**src/rtl/router_input_buffer.sv**
```systemverilog
// Router input buffer: stores one packet from the upstream link and forwards it
// word by word to the crossbar.
module router_input_buffer #(
  parameter int unsigned DATA_WIDTH     = 32,
  parameter int unsigned MAX_PACKET_LEN = 8
) (
  input  logic                  Clock,
  input  logic                  Reset,
  input  logic                  S_Req,
  output logic                  S_Ack,
  input  logic [DATA_WIDTH-1:0] S_Data,
  output logic                  Ch_S_Req,
  output logic                  Ch_M_Req,
  input  logic                  Ch_Ack,
  output logic [DATA_WIDTH-1:0] Ch_Data,
  output logic [3:0]            Des_Addr,
  output logic [7:0]            Ctr,
  output logic [7:0]            Ptr
);

  localparam int unsigned AW      = (MAX_PACKET_LEN > 1) ? $clog2(MAX_PACKET_LEN) : 1;
  localparam logic [7:0]  MAX_LEN = 8'(MAX_PACKET_LEN);

  typedef enum logic [1:0] {IDLE, RECV, SEND, DONE} state_e;

  state_e                state_q, state_d;
  logic [7:0]            ctr_q, ctr_d;
  logic [7:0]            ptr_q, ptr_d;
  logic [7:0]            wr_q, wr_d;
  logic [3:0]            des_q, des_d;
  logic                  s_ack_q, s_ack_d;
  logic                  ch_s_req_q, ch_s_req_d;
  logic                  ch_m_req_q, ch_m_req_d;
  logic [DATA_WIDTH-1:0] mem_q [MAX_PACKET_LEN];
  logic                  mem_we;
  logic [AW-1:0]         mem_waddr;
  logic                  link_xfer, ch_xfer;
  logic [7:0]            hdr_len, eff_len;

  always_comb begin
    link_xfer = S_Req && s_ack_q;
    ch_xfer   = ch_m_req_q && Ch_Ack;
    hdr_len   = S_Data[11:4];
    if (hdr_len == 8'd0)        eff_len = 8'd1;
    else if (hdr_len > MAX_LEN) eff_len = MAX_LEN;
    else                        eff_len = hdr_len;
  end

  always_comb begin
    state_d   = state_q;
    ctr_d     = ctr_q;
    ptr_d     = ptr_q;
    wr_d      = wr_q;
    des_d     = des_q;
    mem_we    = 1'b0;
    mem_waddr = '0;
    unique case (state_q)
      IDLE: begin
        if (link_xfer) begin
          mem_we  = 1'b1;
          des_d   = S_Data[3:0];
          ctr_d   = eff_len;
          wr_d    = 8'd1;
          state_d = (eff_len == 8'd1) ? SEND : RECV;
        end
      end
      RECV: begin
        // Link and channel transfers are independent and may both occur.
        if (link_xfer) begin
          mem_we    = 1'b1;
          mem_waddr = wr_q[AW-1:0];
          wr_d      = wr_q + 8'd1;
          if (wr_q + 8'd1 == ctr_q) state_d = SEND;
        end
        if (ch_xfer) ptr_d = ptr_q + 8'd1;
      end
      SEND: begin
        if (ch_xfer) begin
          ptr_d = ptr_q + 8'd1;
          if (ptr_q + 8'd1 == ctr_q) state_d = DONE;
        end
      end
      DONE: begin
        state_d = IDLE;
        ctr_d   = '0;
        ptr_d   = '0;
        wr_d    = '0;
        des_d   = '0;
      end
      default: state_d = IDLE;
    endcase

    // Handshake outputs are registered, so they are derived from next-state values.
    s_ack_d    = (state_d == IDLE) || (state_d == RECV);
    ch_s_req_d = (state_d == RECV);
    ch_m_req_d = ((state_d == RECV) || (state_d == SEND)) && (ptr_d < wr_d);
  end

  always_ff @(posedge Clock) begin
    if (Reset) begin
      state_q    <= IDLE;
      ctr_q      <= '0;
      ptr_q      <= '0;
      wr_q       <= '0;
      des_q      <= '0;
      s_ack_q    <= 1'b1;
      ch_s_req_q <= 1'b0;
      ch_m_req_q <= 1'b0;
    end else begin
      state_q    <= state_d;
      ctr_q      <= ctr_d;
      ptr_q      <= ptr_d;
      wr_q       <= wr_d;
      des_q      <= des_d;
      s_ack_q    <= s_ack_d;
      ch_s_req_q <= ch_s_req_d;
      ch_m_req_q <= ch_m_req_d;
    end
  end

  always_ff @(posedge Clock) begin
    if (mem_we) mem_q[mem_waddr] <= S_Data;
  end

  always_comb begin
    S_Ack    = s_ack_q;
    Ch_S_Req = ch_s_req_q;
    Ch_M_Req = ch_m_req_q;
    Des_Addr = des_q;
    Ctr      = ctr_q;
    Ptr      = ptr_q;
    Ch_Data  = ((state_q == RECV) || (state_q == SEND)) ? mem_q[ptr_q[AW-1:0]] : '0;
  end

endmodule
```
**config.mk**
```make
export PLATFORM = sky130hd
export DESIGN_NAME = router_input_buffer
export DESIGN_NICKNAME = d
export VERILOG_FILES = /design/src/rtl/router_input_buffer.sv
export SDC_FILE = /design/constraint.sdc
export NUM_CORES = 1
export LEC_CHECK = 0
export BUFFER_PORTS_ARGS = -buffer_cell sky130_fd_sc_hd__clkbuf_2
export CORE_ASPECT_RATIO = 1.1
export CORE_MARGIN = 2
export CORE_UTILIZATION = 64
export CTS_CLUSTER_SIZE = 12
export DETAILED_ROUTE_END_ITERATION = 10
export PLACE_DENSITY = 0.84
export SETUP_SLACK_MARGIN = 0.5
export SLEW_MARGIN = 20
export SYNTH_ARGS = -nofsm -noshare
export SYNTH_HDL_FRONTEND = slang
export SYNTH_SLANG_ARGS = --single-unit
```
**constraint.sdc**
```tcl
create_clock -name Clock -period 9.9 [get_ports Clock]
set_input_delay 1.485 -clock Clock [delete_from_list [all_inputs] [get_ports Clock]]
set_output_delay 1.485 -clock Clock [all_outputs]
set_load 0.02 [all_outputs]
```
==> run metrics <==
result of the run=complete, no violations; critical path depth in cells=5; die width=135 um; Antenna Violating Nets Remaining=0; total iterations of the first detailed-routing run=5; critical register-to-register path endpoint=Ch_M_Req; RSZ-0062 raised after global routing=false; dominant delay contributor by cell family on the critical path=buffers and inverters; drt initial violations=just over 600; Sink Count=289; Crit Path Max Fanout=48; initial standard-cell utilization of the core=roughly two thirds; clk slew on worst S/H paths=0.07 ns; element type at the critical path end=primary output; hold violation total from the final report=0; path type of the worst min-delay path=flop to flop; clock tree from TritonCTS=done; height of the chip=~150 um; Final min period=4.62 ns; category of the worst setup path launch point=flop; Die Area=20000 um2; filler cell count=1097; mapped cell area=between 10000 and 15000 um2; insertion delay to the later sink of the worst-skew pair=0.55 ns; Setup TNS=0 ns; hold buffers post-CTS=0; portion of the clock cycle consumed by the worst path in the final layout=46.7%; number of nets at the end of the flow=852; All-Layer GR Usage=between 20 and 30%; register area share after synthesis=between 60 and 70%; detailed-route wire length=26800 um; R2R depth=11; # DRC=0; buffers plus inverters on the worst setup path=2; core area=18400 um2; Worst Slack Setup Final=5.28 ns; top-count cell post-synth=sky130_fd_sc_hd__edfxtp_1; number of cells produced by synthesis=701; maximum clock insertion buffer count=3; FF-to-FF setup slack=between 5 and 6 ns; cells along the critical path=buf_4 -> mux4_2 -> mux2i_1 -> nor2b_1 -> clkbuf_2; category of the most critical setup path=flop to primary output; root buffer cell=sky130_fd_sc_hd__clkbuf_16; leakage power=4.46 nW; worst slack, placed=5.69 ns; via count of the first global-routing pass=just over 7000; Worst Setup SP=Ptr[0]; Post-Synthesis Net Count=754; Final HPWL DP=~15000 um; max-slew headroom at the worst pin=28.6%; number of max-cap violations=0; register bit total from synthesis=289; number of antenna violations at the first check in global routing=0; number of flops mapped to enable cells by yosys=256; wire length of the first global-routing pass=40600 um; worst slew pin tran=1.07 ns; FF-to-FF Start=Ptr[1]; longest individual stage delay on the worst path=between 0.7 and 0.8 ns; area growth from synthesis to final layout=13.3%; number of vias in the routed layout=6804; Vias per Instance=6.39; async set-or-reset flop fraction in the synthesized netlist=0%; largest net degree at the start of global routing=71; biggest area contributors in the synthesized netlist=sky130_fd_sc_hd__edfxtp_1 (64%), sky130_fd_sc_hd__mux4_2 (12%), sky130_fd_sc_hd__dfxtp_1 (5.5%); average routed wire per standard cell=about 25 um; Syn Area/Cell=17.2 um2; global placer's final weighted congestion=0.858; Worst VDD drop=0.162 mV; overflow left after global routing=0; CTS HTree Levels=1; termination of the worst setup path=Ch_Data[8]; area leader, netlist=sky130_fd_sc_hd__edfxtp_1; Fin Clk Skew=around 0.018 ns; number of buffers added for setup after CTS=0; worst-path cell with the longest stage delay=sky130_fd_sc_hd__buf_4; cts bufs inserted=28; port bufs=90; Max Freq=0.217 GHz; number of unique standard cell types used by synthesis=55; power per unit of standard cell area=approximately 210 nW/um2; ANT cells=0; required time of the critical path=8.42 ns; portion of synthesized cell area occupied by the leading cell type=63.7%; # resized after CTS=0; top-level port count=91; Post-synth top flop=sky130_fd_sc_hd__edfxtp_1; layout cells sized above 1=26.2%; arrival time of data at the critical path endpoint=3.13 ns; Commonest cells post-synth=sky130_fd_sc_hd__edfxtp_1 (256), sky130_fd_sc_hd__mux4_2 (64), sky130_fd_sc_hd__nor2b_1 (40), sky130_fd_sc_hd__nor2_1 (39), sky130_fd_sc_hd__mux2i_1 (34); total count of max-transition violations in the final report=0; Ys Warns=0; final setup fails=0; number of placement rows=52
-- logic make-up after synthesis --
logic type / share of synthesized area, %
flops: 69.2
simple gates: 7.39
mux: 14.9
compound gates: 3.53
buf+inv: 1.67
xor+xnor: 1.60
fa+ha+maj: 1.76
-- final cells by class --
cell class                      count  area (um2)  share of cell area [%]
Inverter                           13        48.8                   0.357
Tap cell                          243         304                    2.22
Sequential cell                   289        8360                    61.1
Clock buffer                       49         779                    5.70
Clock inverter                      3        65.1                   0.476
Timing Repair Buffer              103         548                    4.01
Multi-Input combinational cell    364        3570                    26.1
-- through the flow --
stage               area (um2)  cells  hold WS [ns]  util (%)  total power [W]
floorplan                12100    701         0.541         -          0.00171
global placement         12800   1012         0.496      69.7          0.00187
detailed placement       12800   1012         0.523      69.7          0.00188
CTS                      13700   1064         0.536      74.2          0.00286
global route             13700   1064         0.559      74.2          0.00294
finish                   13700   1064         0.539      74.2          0.00285
-- sequential cells by signal, indices dropped and copies added (netlist names) --
name and count:
Des_Addr 4, mem_q 256, Ctr 8, Ch_S_Req 1
state_q 2, Ptr 8, wr_q 8, S_Ack 1
Ch_M_Req 1
-- power breakdown --
group	switching (W)	total [W]	internal [W]
clock network	0.000434	0.000994	0.000560
logic	0.000290	0.000453	0.000163
registers	0.0000275	0.00141	0.00138
total	0.000752	0.00285	0.00210
-- metal layers --
layer | track usage, % | vias to the layer above | wire length [um]
met4 | 7.95 | 0 | 548
met2 | 48.6 | 277 | 14200
li1 | - | 2979 | -
met5 | 0 | - | 0
met3 | 2.91 | 45 | 1510
met1 | 36.1 | 3503 | 10500
-- worst register-to-register path, delay by kind of cell, from the launching register on --
kind | cells | cell delay (ns)
adders and majority gates | 2 | 0.74
xor gates and xnor gates | 1 | 0.18
AOI/OAI and AO/OA | 3 | 0.54
and+or+nand+nor | 5 | 1.51
DFF | 1 | 0.98
-- worst min-delay path by stage --
stage,depth (start not counted),startpoint,endpoint
final,2,Des_Addr[1],Des_Addr[1]
after global routing,2,Des_Addr[1],Des_Addr[1]
after CTS,2,Des_Addr[1],Des_Addr[1]
after detailed placement,2,Des_Addr[1],Des_Addr[1]
after global placement,2,Des_Addr[3],Des_Addr[3]
after floorplan,2,wr_q[7],wr_q[7]
-- cells in the final DEF, fill, tap and decap left out, types with 15 or more instances in the layout --
master and count:
sky130_fd_sc_hd__edfxtp_1 256, sky130_fd_sc_hd__nor2b_1 40, sky130_fd_sc_hd__dfxtp_1 30, sky130_fd_sc_hd__mux4_2 64, sky130_fd_sc_hd__mux2i_1 34, sky130_fd_sc_hd__nor2_1 34, sky130_fd_sc_hd__clkbuf_16 28, sky130_fd_sc_hd__ha_1 17
sky130_fd_sc_hd__clkbuf_2 90, sky130_fd_sc_hd__nand2_1 15, sky130_fd_sc_hd__clkbuf_1 21, sky130_fd_sc_hd__xnor2_1 16
Note: power is estimated with default switching activity, not from simulation.
